### config.mk
export PLATFORM = sky130hd
export DESIGN_NAME = modbus_wr_multi_tx_flat
export DESIGN_NICKNAME = d
export VERILOG_FILES = /design/src/rtl/modbus_pkg.sv /design/src/rtl/modbus_wr_multi_tx_if.sv /design/src/rtl/crc16_modbus_serial.sv /design/src/rtl/modbus_wr_multi_tx.sv /design/src/flat_wrapper.sv
export SDC_FILE = /design/constraint.sdc
export NUM_CORES = 1
export LEC_CHECK = 0
export ABC_CLOCK_PERIOD_IN_PS = 5900
export CAP_MARGIN = 25
export CORE_ASPECT_RATIO = 0.8
export CORE_MARGIN = 8
export CORE_UTILIZATION = 40
export CTS_CLUSTER_SIZE = 12
export DETAILED_ROUTE_END_ITERATION = 8
export MAX_ROUTING_LAYER = met4
export SETUP_SLACK_MARGIN = 0.02
export SYNTH_ARGS = -nofsm -noshare
export SYNTH_HDL_FRONTEND = slang
export SYNTH_SLANG_ARGS = --single-unit
### constraint.sdc
create_clock -name clk -period 5.9 [get_ports clk]
set_input_delay 0.885 -clock clk [delete_from_list [all_inputs] [get_ports clk]]
set_output_delay 0.885 -clock clk [all_outputs]
set_load 0.01 [all_outputs]
### src/rtl/modbus_pkg.sv
// Shared Modbus RTU definitions: function codes, CRC constants and the TX-builder
// state encoding reused by the request builders.
package modbus_pkg;

  localparam logic [7:0]  FC_WRITE_MULTI = 8'h10;
  localparam logic [15:0] CRC_INIT       = 16'hFFFF;
  localparam logic [15:0] CRC_POLY       = 16'hA001;
  localparam int          MAX_WR_REG     = 123;

  typedef enum logic [2:0] {
    ST_IDLE,
    ST_LOAD,
    ST_CALC,
    ST_SEND,
    ST_GAP
  } tx_state_e;

  // One reflected CRC-16/MODBUS bit-step.
  function automatic logic [15:0] crc16_step(input logic [15:0] c);
    return c[0] ? ((c >> 1) ^ CRC_POLY) : (c >> 1);
  endfunction

endpackage

### src/rtl/modbus_wr_multi_tx_if.sv
// Register-bank read port and UART TX byte stream of the fn 0x10 request builder.
interface modbus_wr_multi_tx_if;
  logic [7:0]  reg_idx;
  logic [15:0] reg_data;
  logic [7:0]  tx_data;
  logic        tx_valid;
  logic        tx_ready;

  modport master (output reg_idx, tx_data, tx_valid, input reg_data, tx_ready);
  modport slave  (input reg_idx, tx_data, tx_valid, output reg_data, tx_ready);
endinterface

### src/rtl/crc16_modbus_serial.sv
// Bit-serial CRC-16/MODBUS: the strobe folds the byte and does the first bit-step,
// the remaining seven steps follow on consecutive clocks while crc_busy is high.
module crc16_modbus_serial
  import modbus_pkg::*;
(
  input  logic        clk,
  input  logic        reset,
  input  logic        init,
  input  logic [7:0]  byte_in,
  input  logic        byte_strb,
  output logic [15:0] crc_out,
  output logic        crc_busy
);

  logic [2:0] step_cnt;

  always_ff @(posedge clk) begin
    if (!reset) begin
      crc_out  <= CRC_INIT;
      step_cnt <= 3'd0;
    end else if (init) begin
      crc_out  <= CRC_INIT;
      step_cnt <= 3'd0;
    end else if (byte_strb) begin
      crc_out  <= crc16_step(crc_out ^ {8'h00, byte_in});
      step_cnt <= 3'd7;
    end else if (step_cnt != 3'd0) begin
      crc_out  <= crc16_step(crc_out);
      step_cnt <= step_cnt - 3'd1;
    end
  end

  assign crc_busy = (step_cnt != 3'd0);

endmodule

### src/rtl/modbus_wr_multi_tx.sv
// Modbus RTU fn 0x10 request builder: reads NUM_REG words from the register bank
// and streams header, data and CRC bytes to the UART TX, then holds the inter-frame gap.
module modbus_wr_multi_tx
  import modbus_pkg::*;
#(
  parameter logic [7:0]  SLAVE_ID   = 8'd1,
  parameter logic [15:0] START_ADR  = 16'd340,
  parameter logic [7:0]  NUM_REG    = 8'd30,
  parameter int          GAP_CYCLES = 200000
) (
  input  logic                  clk,
  input  logic                  reset,
  input  logic                  start,
  modbus_wr_multi_tx_if.master  bus,
  output logic                  busy,
  output logic                  done
);

  localparam int          GW       = $clog2(GAP_CYCLES + 1);
  localparam logic [8:0]  DATA_1ST = 9'd7;
  localparam logic [8:0]  CRC_LO   = 9'd7 + {NUM_REG, 1'b0};
  localparam logic [8:0]  CRC_HI   = CRC_LO + 9'd1;
  localparam logic [7:0]  BYTE_CNT = {NUM_REG[6:0], 1'b0};
  localparam logic [GW-1:0] GAP_LAST = GW'(GAP_CYCLES - 1);

  tx_state_e     state;
  logic [8:0]    byte_cnt;
  logic [GW-1:0] gap_cnt;
  logic [15:0]   word_buf;
  logic [7:0]    crc_hi_snap;
  logic [7:0]    reg_idx;
  logic [7:0]    tx_data;
  logic          tx_valid;
  logic          start_q;

  logic          launch;
  logic          is_crc_byte;
  logic          is_data_hi;
  logic          is_data_lo;
  logic          crc_strb;
  logic [7:0]    cur_byte;
  logic [15:0]   crc_out;
  logic          crc_busy;

  assign launch      = start && !start_q && (state == ST_IDLE);
  assign is_crc_byte = (byte_cnt >= CRC_LO);
  assign is_data_hi  = (byte_cnt >= DATA_1ST) && !is_crc_byte && byte_cnt[0];
  assign is_data_lo  = (byte_cnt >= DATA_1ST) && !is_crc_byte && !byte_cnt[0];
  assign crc_strb    = (state == ST_LOAD) && !is_crc_byte;

  // Hi data bytes come straight from the bank; lo bytes from the word captured with them.
  always_comb begin
    cur_byte = 8'h00;
    case (byte_cnt)
      9'd0:    cur_byte = SLAVE_ID;
      9'd1:    cur_byte = FC_WRITE_MULTI;
      9'd2:    cur_byte = START_ADR[15:8];
      9'd3:    cur_byte = START_ADR[7:0];
      9'd4:    cur_byte = 8'h00;
      9'd5:    cur_byte = NUM_REG;
      9'd6:    cur_byte = BYTE_CNT;
      default: cur_byte = byte_cnt[0] ? bus.reg_data[15:8] : word_buf[7:0];
    endcase
  end

  crc16_modbus_serial u_crc (
    .clk       (clk),
    .reset     (reset),
    .init      (launch),
    .byte_in   (cur_byte),
    .byte_strb (crc_strb),
    .crc_out   (crc_out),
    .crc_busy  (crc_busy)
  );

  always_ff @(posedge clk) begin
    if (!reset) begin
      state       <= ST_IDLE;
      byte_cnt    <= 9'd0;
      gap_cnt     <= '0;
      word_buf    <= 16'h0000;
      crc_hi_snap <= 8'h00;
      reg_idx     <= 8'd0;
      tx_data     <= 8'h00;
      tx_valid    <= 1'b0;
      busy        <= 1'b0;
      done        <= 1'b0;
      start_q     <= 1'b0;
    end else begin
      start_q <= start;
      done    <= 1'b0;
      case (state)
        ST_IDLE: if (launch) begin
          state    <= ST_LOAD;
          byte_cnt <= 9'd0;
          busy     <= 1'b1;
          reg_idx  <= 8'd1;
        end
        ST_LOAD: begin
          if (is_crc_byte) begin
            // CRC is complete here; snapshot the hi half so it is never folded.
            if (byte_cnt == CRC_LO) begin
              tx_data     <= crc_out[7:0];
              crc_hi_snap <= crc_out[15:8];
            end else begin
              tx_data <= crc_hi_snap;
            end
            tx_valid <= 1'b1;
            state    <= ST_SEND;
          end else begin
            if (is_data_hi) word_buf <= bus.reg_data;
            tx_data <= cur_byte;
            state   <= ST_CALC;
          end
        end
        ST_CALC: if (!crc_busy) begin
          tx_valid <= 1'b1;
          state    <= ST_SEND;
        end
        ST_SEND: if (bus.tx_ready) begin
          tx_valid <= 1'b0;
          byte_cnt <= byte_cnt + 9'd1;
          if (is_data_lo && reg_idx != NUM_REG) reg_idx <= reg_idx + 8'd1;
          if (byte_cnt == CRC_HI) begin
            gap_cnt <= '0;
            state   <= ST_GAP;
          end else begin
            state <= ST_LOAD;
          end
        end
        ST_GAP: begin
          if (gap_cnt == GAP_LAST) begin
            done    <= 1'b1;
            busy    <= 1'b0;
            reg_idx <= 8'd0;
            state   <= ST_IDLE;
          end else begin
            gap_cnt <= gap_cnt + 1'b1;
          end
        end
        default: state <= ST_IDLE;
      endcase
    end
  end

  assign bus.reg_idx  = reg_idx;
  assign bus.tx_data  = tx_data;
  assign bus.tx_valid = tx_valid;

endmodule

### src/flat_wrapper.sv
// flat-port wrapper written by rule: the top's interface ports become plain ports
module modbus_wr_multi_tx_flat import modbus_pkg::*;
#(
  parameter logic [7:0]  SLAVE_ID   = 8'd1,
  parameter logic [15:0] START_ADR  = 16'd340,
  parameter logic [7:0]  NUM_REG    = 8'd30,
  parameter int          GAP_CYCLES = 200000
)
  (clk, reset, start, busy, done, bus_reg_idx, bus_tx_data, bus_tx_valid, bus_reg_data, bus_tx_ready);
  modbus_wr_multi_tx_if bus_i ();
  input  logic clk;
  input  logic reset;
  input  logic start;
  output logic busy;
  output logic done;
  output wire logic [$bits(bus_i.reg_idx)-1:0] bus_reg_idx;
  output wire logic [$bits(bus_i.tx_data)-1:0] bus_tx_data;
  output wire logic [$bits(bus_i.tx_valid)-1:0] bus_tx_valid;
  input wire logic [$bits(bus_i.reg_data)-1:0] bus_reg_data;
  input wire logic [$bits(bus_i.tx_ready)-1:0] bus_tx_ready;
  assign bus_reg_idx = bus_i.reg_idx;
  assign bus_tx_data = bus_i.tx_data;
  assign bus_tx_valid = bus_i.tx_valid;
  assign bus_i.reg_data = bus_reg_data;
  assign bus_i.tx_ready = bus_tx_ready;
  modbus_wr_multi_tx #(.SLAVE_ID(SLAVE_ID), .START_ADR(START_ADR), .NUM_REG(NUM_REG), .GAP_CYCLES(GAP_CYCLES)) u_core (.clk(clk), .reset(reset), .start(start), .bus(bus_i), .busy(busy), .done(done));
endmodule
==> flow_summary.json, run 1 <==
{
  "cp_data_required_time_ns": 6.17,
  "critPathMaxFanout": 22,
  "grt_usage_pct": 15.06,
  "setup_tns_ns": 0,
  "postLayoutCellArea_um2": 5132,
  "ys_ff_latch": 85,
  "grt_start_max_net_pins": 35,
  "grt_pass1_wl_mm": 17.04,
  "post-route-period-util_pct": 54.05,
  "rsz0062_at_grt": "false",
  "grt_pass1_vias": 3313,
  "nFillCells": 1026,
  "core-area_um2": 10680,
  "ys_seq_area_share_pct": 39.51,
  "num-nets-final": 565,
  "io_buffer_count": 38,
  "die_w_um": 132.0,
  "cts-buffers-inserted": 9,
  "drive_above_1_share_pct": 6.470,
  "multiInputGateArea_um2": 2459,
  "drv_cap": 0,
  "cts.sinks": 85,
  "max_stage_delay_ns": 0.90,
  "final_common_cell": "dfxtp_1",
  "synth.area.top_cells": "dfxtp_1, mux2i_1, nor2_1",
  "rows": 34,
  "arrival_ns": 3.46,
  "dieArea_um2": 14360,
  "die_y_um": 108.8,
  "irDropWorstVdd_v": 0.0001731,
  "ios": 39,
  "wl_mm": 10.51,
  "cts.clk_slew.worst_paths_ns": 0.06,
  "vias_per_cell": 5.391,
  "detail_route.wl_per_cell_um": 15.34,
  "drt_iter0_markers": 203,
  "ant_nets": 0,
  "regToRegEndpoint": "u_core.u_crc.crc_out[0]",
  "path_common_cell": "mux2i_1",
  "min_path_cells": 2,
  "ctsResizeCount": 0,
  "worst_pin_slew_ns": 1.018,
  "worstSetupStartpointType": "flip-flop",
  "yosysTopAreaCell": "dfxtp_1",
  "postCtsSetupRepairBufs": 0,
  "area_growth_pct": 19.17,
  "outcome": "finished clean",
  "grt-ovfl-total": 0,
  "insertion_delay_ns": 0.34,
  "syn_nets": 535,
  "cts_hold_buf": 0,
  "final-max-slew-violation-count": 0,
  "async_flop_share_pct": 0,
  "hpwlAfterDp_mm": 7.586,
  "ys_warn_count": 0,
  "cts_tree": "done",
  "hold_viol": 0,
  "r2r-start": "u_core.byte_cnt[0]",
  "p_per_area_nw_per_um2": 347.7,
  "hold_path.class": "flip-flop to flip-flop",
  "setup_viol": 0,
  "cp-end-kind": "flip-flop",
  "netlist.area_leader.share_pct": 39.51,
  "timing.fmax_mhz": 313.6,
  "drtPass1Iterations": 5,
  "skew_ns": 0.008436,
  "min_from": "u_core.bus.tx_data[0]",
  "cts-root-buf": "clkbuf_16",
  "worst-r2r-setup-slack_ns": 2.71,
  "antenna_cells": 0,
  "gp_congestion": 0.8311,
  "path_class": "flip-flop to flip-flop",
  "cts_max_level": 3,
  "reg2reg_depth": 7,
  "min_period_ns": 3.189,
  "syn-mean-instance-area_um2": 8.511,
  "synthDistinctLibCells": 59,
  "start_util_pct": 40.33,
  "slew_headroom_pct": 31.88,
  "critPathSlowestCell": "dfxtp_1",
  "antenna_found_initial": 0,
  "ys.flop_type": "dfxtp_1",
  "critPathTopFamily": "flip-flops",
  "vias": 3693,
  "regArea_um2": 1702,
  "min_to": "u_core.bus.tx_data[0]",
  "syn_area_um2": 4307,
  "synth_edf_count": 0,
  "final_cell_mix": "dfxtp_1, nor2_1, nand2_1, clkdlybuf4s50_1, mux2i_1",
  "p_leak_nw": 1.928,
  "synth_cells": 506,
  "route.detailed.drc": 0,
  "crit_chain": "ha_1 -> nor2b_1 -> o311a_1 -> a211oi_1 -> o221ai_1 -> mux2i_1 -> mux2i_1",
  "cp.buffers_inverters": 0,
  "place_area_um2": 4781,
  "cts_buffer_depth": 2
}
==> how the worst max path moves through the flow <==
stage	startpoint	end	slack, ns	cells past startpoint
2_1_floorplan	u_core.byte_cnt[0]	u_core.u_crc.crc_out[0]	2.94	10
3_3_place_gp	u_core.byte_cnt[0]	u_core.u_crc.crc_out[0]	2.83	7
3_5_place_dp	u_core.byte_cnt[0]	u_core.bus.tx_data[4]	2.76	7
4_1_cts	u_core.byte_cnt[0]	u_core.bus.tx_data[4]	2.73	7
5_1_grt	u_core.byte_cnt[0]	u_core.bus.tx_data[5]	2.42	7
6_report	u_core.byte_cnt[0]	u_core.u_crc.crc_out[0]	2.71	7
==> final cells by class <==
cell class	count	area share, %
flip-flops and latches	85	33.15
inverters	16	1.170
repair buffers	40	8.094
well taps	144	3.510
clock buffers	10	4.461
multi-input cells	384	47.90
clock inverters	6	1.706
==> stage by stage <==
step / power, W / utilization [%] / std cells / setup WS [ns] / hold WS [ns]
2_1_floorplan: 0.001056 / - / 506 / 2.945 / 0.4575
3_3_place_gp: 0.001168 / 44.77 / 667 / 2.830 / 0.4485
3_5_place_dp: 0.001181 / 44.77 / 667 / 2.757 / 0.4464
4_1_cts: 0.001786 / 47.74 / 683 / 2.729 / 0.4550
5_1_grt: 0.001893 / 48.07 / 685 / 2.417 / 0.4799
6_report: 0.001785 / 48.07 / 685 / 2.711 / 0.4531
==> Yosys cell counts (3+ instances only) <==
cell	instances
nand2_1	50
a21oi_1	23
ha_1	9
buf_2	3
inv_1	15
a2111oi_0	6
nand3_1	27
xnor2_1	20
xor2_1	9
nor4_1	7
nand2b_1	3
dfxtp_1	85
and2_1	3
nor2_1	68
a2bb2oi_1	3
o211ai_1	4
o31ai_2	3
mux2i_1	33
a211oi_1	12
clkbuf_1	16
or3_1	5
nor3_1	13
and3_1	11
o21ai_0	16
nor2b_1	3
nand4_1	14
nor3_2	4
==> registers in the layout, summed over array words and instances (netlist names), 3 cells and up <==
| name | count |
|---|---|
| u_core.state | 3 |
| u_core.bus.tx_data | 8 |
| u_core.gap_cnt | 18 |
| u_core.word_buf | 8 |
| u_core.bus.reg_idx | 8 |
| u_core.u_crc.step_cnt | 3 |
| u_core.u_crc.crc_out | 16 |
| u_core.crc_hi_snap | 8 |
| u_core.byte_cnt | 9 |
==> routing by layer <==
layer	vias up	part of all wire [%]	global-route usage, %
met1	1743	53	20.36
met3	8	3.5	3.867
li1	1880	-	-
met5	-	0	-
met2	62	42	21.74
met4	0	0.94	4.252
==> power by group <==
group | internal, W | switching [W]
Combinational | 0.000182 | 0.000286
Clock | 0.000371 | 0.000232
Sequential | 0.000640 | 0.0000733
==> worst register-to-register path, cell delays in order (launching register included) <==
cell	delay, ns
dfxtp_1	0.90
ha_1	0.42
nor2b_1	0.51
o311a_1	0.42
a211oi_1	0.08
o221ai_1	0.34
mux2i_1	0.25
mux2i_1	0.19
==> cells by family after synthesis <==
logic type	count (synthesis)	synth area share (%)
compound gates	92	15.05
xor+xnor	29	5.898
simple gates	219	25.33
buf+inv	37	3.399
fa+ha+maj	9	2.615
flops	85	39.51
mux	35	8.193
Note: power is estimated with default switching activity, not from simulation.
==> run 2, diff against run 1 <==
ABC_CLOCK_PERIOD_IN_PS = 2700   (was 5900)
clock period = 2.7 ns   (was 5.9 ns; I/O delays follow)
==> run 2 against run 1 <==
  * Die area did not move
  * First-iteration DRC count rose by 25%
  * Critical endpoint unchanged
  * Sequential power rose by 120%
  * Clock-buffer cell count rose by 1
  * Register-to-register slack got worse by 2.5 ns
  * Maximum frequency rose by 27%
  * Highest routed layer unchanged
  * Hold slack improved by 0.016 ns
  * Clock skew rose by 0.00051 ns
  * Non-clock buffer count rose by 17
  * Critical path type unchanged
  * Utilization rose by 1.0 points
==> flow_summary.json, run 2 (same netlist as run 1, synthesis figures left out) <==
{
  "largest_register": "u_core.gap_cnt",
  "start_util_pct": 40.33,
  "cts_max_level": 3,
  "largest_reg_flops": 18,
  "core-area_um2": 10680,
  "r2r-start": "u_core.byte_cnt[0]",
  "vias": 3837,
  "nFillCells": 1032,
  "path_class": "flip-flop to flip-flop",
  "min_path_cells": 2,
  "cts-root-buf": "clkbuf_16",
  "cts.clk_slew.worst_paths_ns": 0.06,
  "cts_hold_buf": 0,
  "regToRegEndpoint": "u_core.u_crc.crc_out[0]",
  "setup_viol": 0,
  "cts_tree": "done",
  "grt-ovfl-total": 0,
  "timing.fmax_mhz": 397.1,
  "outcome": "finished clean",
  "gp_congestion": 0.9310,
  "antenna_found_initial": 0,
  "drive_above_1_share_pct": 9.336,
  "num-nets-final": 582,
  "antenna_cells": 0,
  "final-max-slew-violation-count": 0,
  "drtPass1Iterations": 4,
  "fin_ws_ns": 0.1817,
  "rows": 34,
  "hold_viol": 0,
  "worstSetupStartpointType": "flip-flop",
  "grt_start_max_net_pins": 20,
  "die_w_um": 132.0,
  "preCtsSetupSlack_ns": 0.1699,
  "detail_route.wl_per_cell_um": 15.57,
  "place_area_um2": 4923,
  "power_frac_comb_pct": 27.3,
  "insertion_delay_ns": 0.34,
  "ios": 39,
  "cts_buffer_depth": 2,
  "drv_cap": 0,
  "slew_headroom_pct": 32.36,
  "critPathMaxFanout": 8,
  "min_from": "u_core.bus.tx_data[0]",
  "internal_power_w": 0.002656,
  "worst-r2r-setup-slack_ns": 0.18,
  "pwr-share-clk_pct": 33.4,
  "irDropWorstVdd_v": 0.0003917,
  "arrival_ns": 2.79,
  "cp_data_required_time_ns": 2.97,
  "hold_ws_ns": 0.4688,
  "cp-end-kind": "flip-flop",
  "postCtsSetupRepairBufs": 0,
  "cts.sinks": 85,
  "wl_mm": 10.91,
  "worst_pin_slew_ns": 1.011,
  "drt_iter0_markers": 253,
  "hold_path.class": "flip-flop to flip-flop",
  "rsz0062_at_grt": "false",
  "p_sw_share_pct": 32.46,
  "switching_power_w": 0.001276,
  "p_per_area_nw_per_um2": 750.4,
  "hpwlAfterDp_mm": 8.019,
  "grt_pass1_vias": 3678,
  "power_w": 0.003932,
  "skew_ns": 0.008950,
  "die_y_um": 108.8,
  "vias_per_cell": 5.474,
  "p_leak_nw": 1.998,
  "post-route-period-util_pct": 93.27,
  "grt_pass1_wl_mm": 18.53,
  "grt_usage_pct": 16.25,
  "seq_power_share_pct": 39.2,
  "area_growth_pct": 21.67,
  "cts-buffers-inserted": 9,
  "dieArea_um2": 14360,
  "ctsResizeCount": 0,
  "final_cell_mix": "dfxtp_1, nor2_1, nand2_1, clkdlybuf4s50_1, mux2i_1",
  "route.detailed.drc": 0,
  "min_to": "u_core.bus.tx_data[0]",
  "setup_tns_ns": 0,
  "ant_nets": 0,
  "io_buffer_count": 38,
  "largest_registers": "u_core.gap_cnt: 18 flops, u_core.u_crc.crc_out: 16 flops, u_core.byte_cnt: 9 flops",
  "postLayoutCellArea_um2": 5240,
  "reg2reg_depth": 8,
  "min_period_ns": 2.518,
  "final_common_cell": "dfxtp_1"
}
## run 2: through the flow
stage	std cells	util [%]
after floorplan	506	-
after global placement	686	46.11
after detailed placement	686	46.11
after CTS	701	49.06
after global routing	701	49.07
final	701	49.07
## run 2: how the worst max path moves through the flow
stage | from | end | slack [ns] | depth (start not counted)
6_report | u_core.byte_cnt[0] | u_core.u_crc.crc_out[0] | 0.18 | 8
5_1_grt | u_core.byte_cnt[0] | u_core.u_crc.crc_out[0] | 0.05 | 8
4_1_cts | u_core.byte_cnt[1] | u_core.u_crc.crc_out[0] | 0.15 | 8
3_5_place_dp | u_core.byte_cnt[1] | u_core.u_crc.crc_out[0] | 0.17 | 8
3_3_place_gp | u_core.byte_cnt[1] | u_core.u_crc.crc_out[0] | 0.26 | 8
2_1_floorplan | u_core.byte_cnt[0] | u_core.u_crc.crc_out[0] | 0.04 | 10
## run 2: area by class of cell
cell class	count	area (µm²)	share of cell area (%)
Clock inverter	4	72.57	1.385
Timing Repair Buffer	57	523.0	9.981
Sequential cell	85	1703	32.50
Clock buffer	11	242.7	4.632
Inverter	16	60.06	1.146
Tap cell	144	180.2	3.438
Multi-Input combinational cell	384	2459	46.92
## run 2: critical path, stage by stage (launching register included)
cell and delay [ns]:
dfxtp_1 0.45, inv_1 0.10, ha_1 0.27, or2_2 0.32, o311a_1 0.40, o32a_1 0.23
o221ai_1 0.21, mux2i_1 0.26, mux2i_1 0.21
## run 2: power groups by stage
| stage | registers (W) | logic (W) | clock network [W] |
|---|---|---|---|
| global placement | 0.00156 | 0.00105 | 0 |
| CTS | 0.00154 | 0.00108 | 0.00134 |
| finish | 0.00154 | 0.00107 | 0.00131 |
| floorplan | 0.00152 | 0.000786 | 0 |
| detailed placement | 0.00157 | 0.00107 | 0 |
| global route | 0.00157 | 0.00121 | 0.00141 |
## run 2: metal layers
metal / track usage [%] / wire (µm) / vias up
met3: 4.328 / 563 / 20
met1: 21.62 / 5550 / 1795
li1: - / - / 1918
met4: 5.887 / 236 / 0
met2: 23.19 / 4562 / 104
met5: - / 0 / -
==> run 3, diff against run 2 <==
CORE_MARGIN = unset   (was 8)
SLEW_MARGIN = 0   (was unset)
==> run 3 against run 2 <==
  * First-iteration DRC count grew 2.4%
  * Hold slack worse by 0.0018 ns
  * Combinational power about the same
  * Die area down 22%
  * Clock-buffer cell count shrank 2
  * Clock power increased by 3%
  * Global-route usage rose by 5.3 points
  * Sequential power is essentially flat
  * Cell area up 0.21%
  * Critical path type unchanged
  * Largest cell class unchanged
  * Largest power group unchanged
==> flow_summary.json, run 3 (same netlist as run 1, synthesis figures left out) <==
{
  "outcome": "finished clean",
  "cts_tree": "done",
  "ant_nets": 0,
  "drtPass1Iterations": 5,
  "detail_route.wl_per_cell_um": 15.71,
  "antenna_cells": 0,
  "start_util_pct": 41.55,
  "path_common_cell": "mux2i_1",
  "die_w_um": 118.0,
  "p_per_area_nw_per_um2": 757.6,
  "largest_reg_flops": 18,
  "grt_usage_pct": 21.54,
  "min_period_ns": 2.426,
  "drive_above_1_share_pct": 10.02,
  "wl_mm": 10.98,
  "cts-buffers-inserted": 9,
  "largest_registers": "u_core.gap_cnt: 18 flops, u_core.u_crc.crc_out: 16 flops, u_core.byte_cnt: 9 flops",
  "rsz0062_at_grt": "false",
  "drt_iter0_markers": 259,
  "cp_data_required_time_ns": 2.97,
  "crit_chain": "inv_1 -> ha_1 -> or2_2 -> o311a_1 -> o32a_1 -> o221ai_1 -> mux2i_1 -> mux2i_1",
  "worstSetupStartpointType": "flip-flop",
  "die_y_um": 94.81,
  "ios": 39,
  "cts_buffer_depth": 2,
  "grt_start_max_net_pins": 24,
  "grt-ovfl-total": 0,
  "route.detailed.drc": 0,
  "finish.utilization_pct": 50.67,
  "core-area_um2": 10360,
  "critPathSlowestCell": "dfxtp_2",
  "cts.sinks": 85,
  "num-nets-final": 583,
  "critPathMaxFanout": 9,
  "io_buffer_count": 38,
  "dieArea_um2": 11190,
  "hold_viol": 0,
  "hpwlAfterDp_mm": 7.895,
  "insertion_delay_ns": 0.34,
  "worst_pin_slew_ns": 0.9602,
  "setup_tns_ns": 0,
  "path_class": "flip-flop to flip-flop",
  "post-route-period-util_pct": 89.83,
  "area_growth_pct": 21.94,
  "final_cell_mix": "dfxtp_1, nor2_1, nand2_1, clkdlybuf4s50_1, mux2i_1",
  "gp_congestion": 0.9270,
  "cts.clk_slew.worst_paths_ns": 0.06,
  "cp-end-kind": "flip-flop",
  "slew_headroom_pct": 35.75,
  "vias_per_cell": 5.429,
  "grt_pass1_wl_mm": 18.44,
  "hold_path.class": "flip-flop to flip-flop",
  "grt_pass1_vias": 3652,
  "timing.fmax_mhz": 412.3,
  "final-max-slew-violation-count": 0,
  "largest_register": "u_core.gap_cnt",
  "antenna_found_initial": 0,
  "p_leak_nw": 2.006,
  "max_stage_delay_ns": 0.41,
  "cts-root-buf": "clkbuf_16",
  "drv_cap": 0,
  "vias": 3795,
  "setup_viol": 0,
  "final_common_cell": "dfxtp_1",
  "rows": 33,
  "irDropWorstVdd_v": 0.0003825,
  "cts_hold_buf": 0,
  "skew_ns": 0.01346,
  "arrival_ns": 2.70,
  "cts_max_level": 3
}
## run 3: layer usage
metal / global-route usage, % / wire length, µm / vias up
met3: 4.529 / 424 / 7
met2: 31.67 / 4695 / 76
li1: - / - / 1918
met4: 6.090 / 97 / 0
met5: - / 0 / -
met1: 29.62 / 5761 / 1794
## run 3: area by class of cell
class / count / area [µm²]
fillers: 1007 / 5112
repair buffers: 58 / 530.5
clock inverters: 7 / 97.59
well taps: 140 / 175.2
multi-input cells: 384 / 2459
clock buffers: 9 / 225.2
flip-flops and latches: 85 / 1704
inverters: 16 / 60.06
## run 3: path summary, 6_finish.rpt
check                   startpoint  slack, ns  depth (start not counted)                      end
max             u_core.byte_cnt[0]       0.27                          8  u_core.u_crc.crc_out[0]
min          u_core.bus.tx_data[1]       0.47                          2    u_core.bus.tx_data[1]
max reg2reg     u_core.byte_cnt[0]       0.27                          8  u_core.u_crc.crc_out[0]
min reg2reg  u_core.bus.tx_data[1]       0.47                          2    u_core.bus.tx_data[1]
## run 3: power breakdown
group	internal (W)	total [W]	switching [W]
clock	0.000814	0.00135	0.000532
sequential	0.00140	0.00153	0.000132
combinational	0.000436	0.00110	0.000666
total	0.00265	0.00398	0.00133
## run 3: worst max-delay path: cells and delay by family (launching register included)
kind / cells / cell delay (ns)
multiplexers: 2 / 0.44
adder cells (fa/ha/maj): 1 / 0.26
AND/OR/NAND/NOR: 1 / 0.32
buffers and inverters: 1 / 0.09
flip-flops: 1 / 0.41
AO/OA/AOI/OAI: 3 / 0.84
## run 3: metrics by stage
step                      std cells  total power (W)  hold WS, ns  cell area [µm²]  setup WS, ns
after floorplan                 506         0.002307       0.4575             4309       0.03685
after global placement          683         0.002624       0.4518             4926        0.2596
after detailed placement        683         0.002652       0.4535             4926        0.1939
after CTS                       699         0.003999       0.4656             5249        0.1718
after global routing            699         0.004203       0.5045             5251        0.1123
final                           699         0.003978       0.4670             5251        0.2745
## run 3: timing repair
action | 4_1_cts | 5_1_grt
setup endpoints to repair | 0 | 2
resized for setup | 0 | 2
setup buffers | 0 | 0
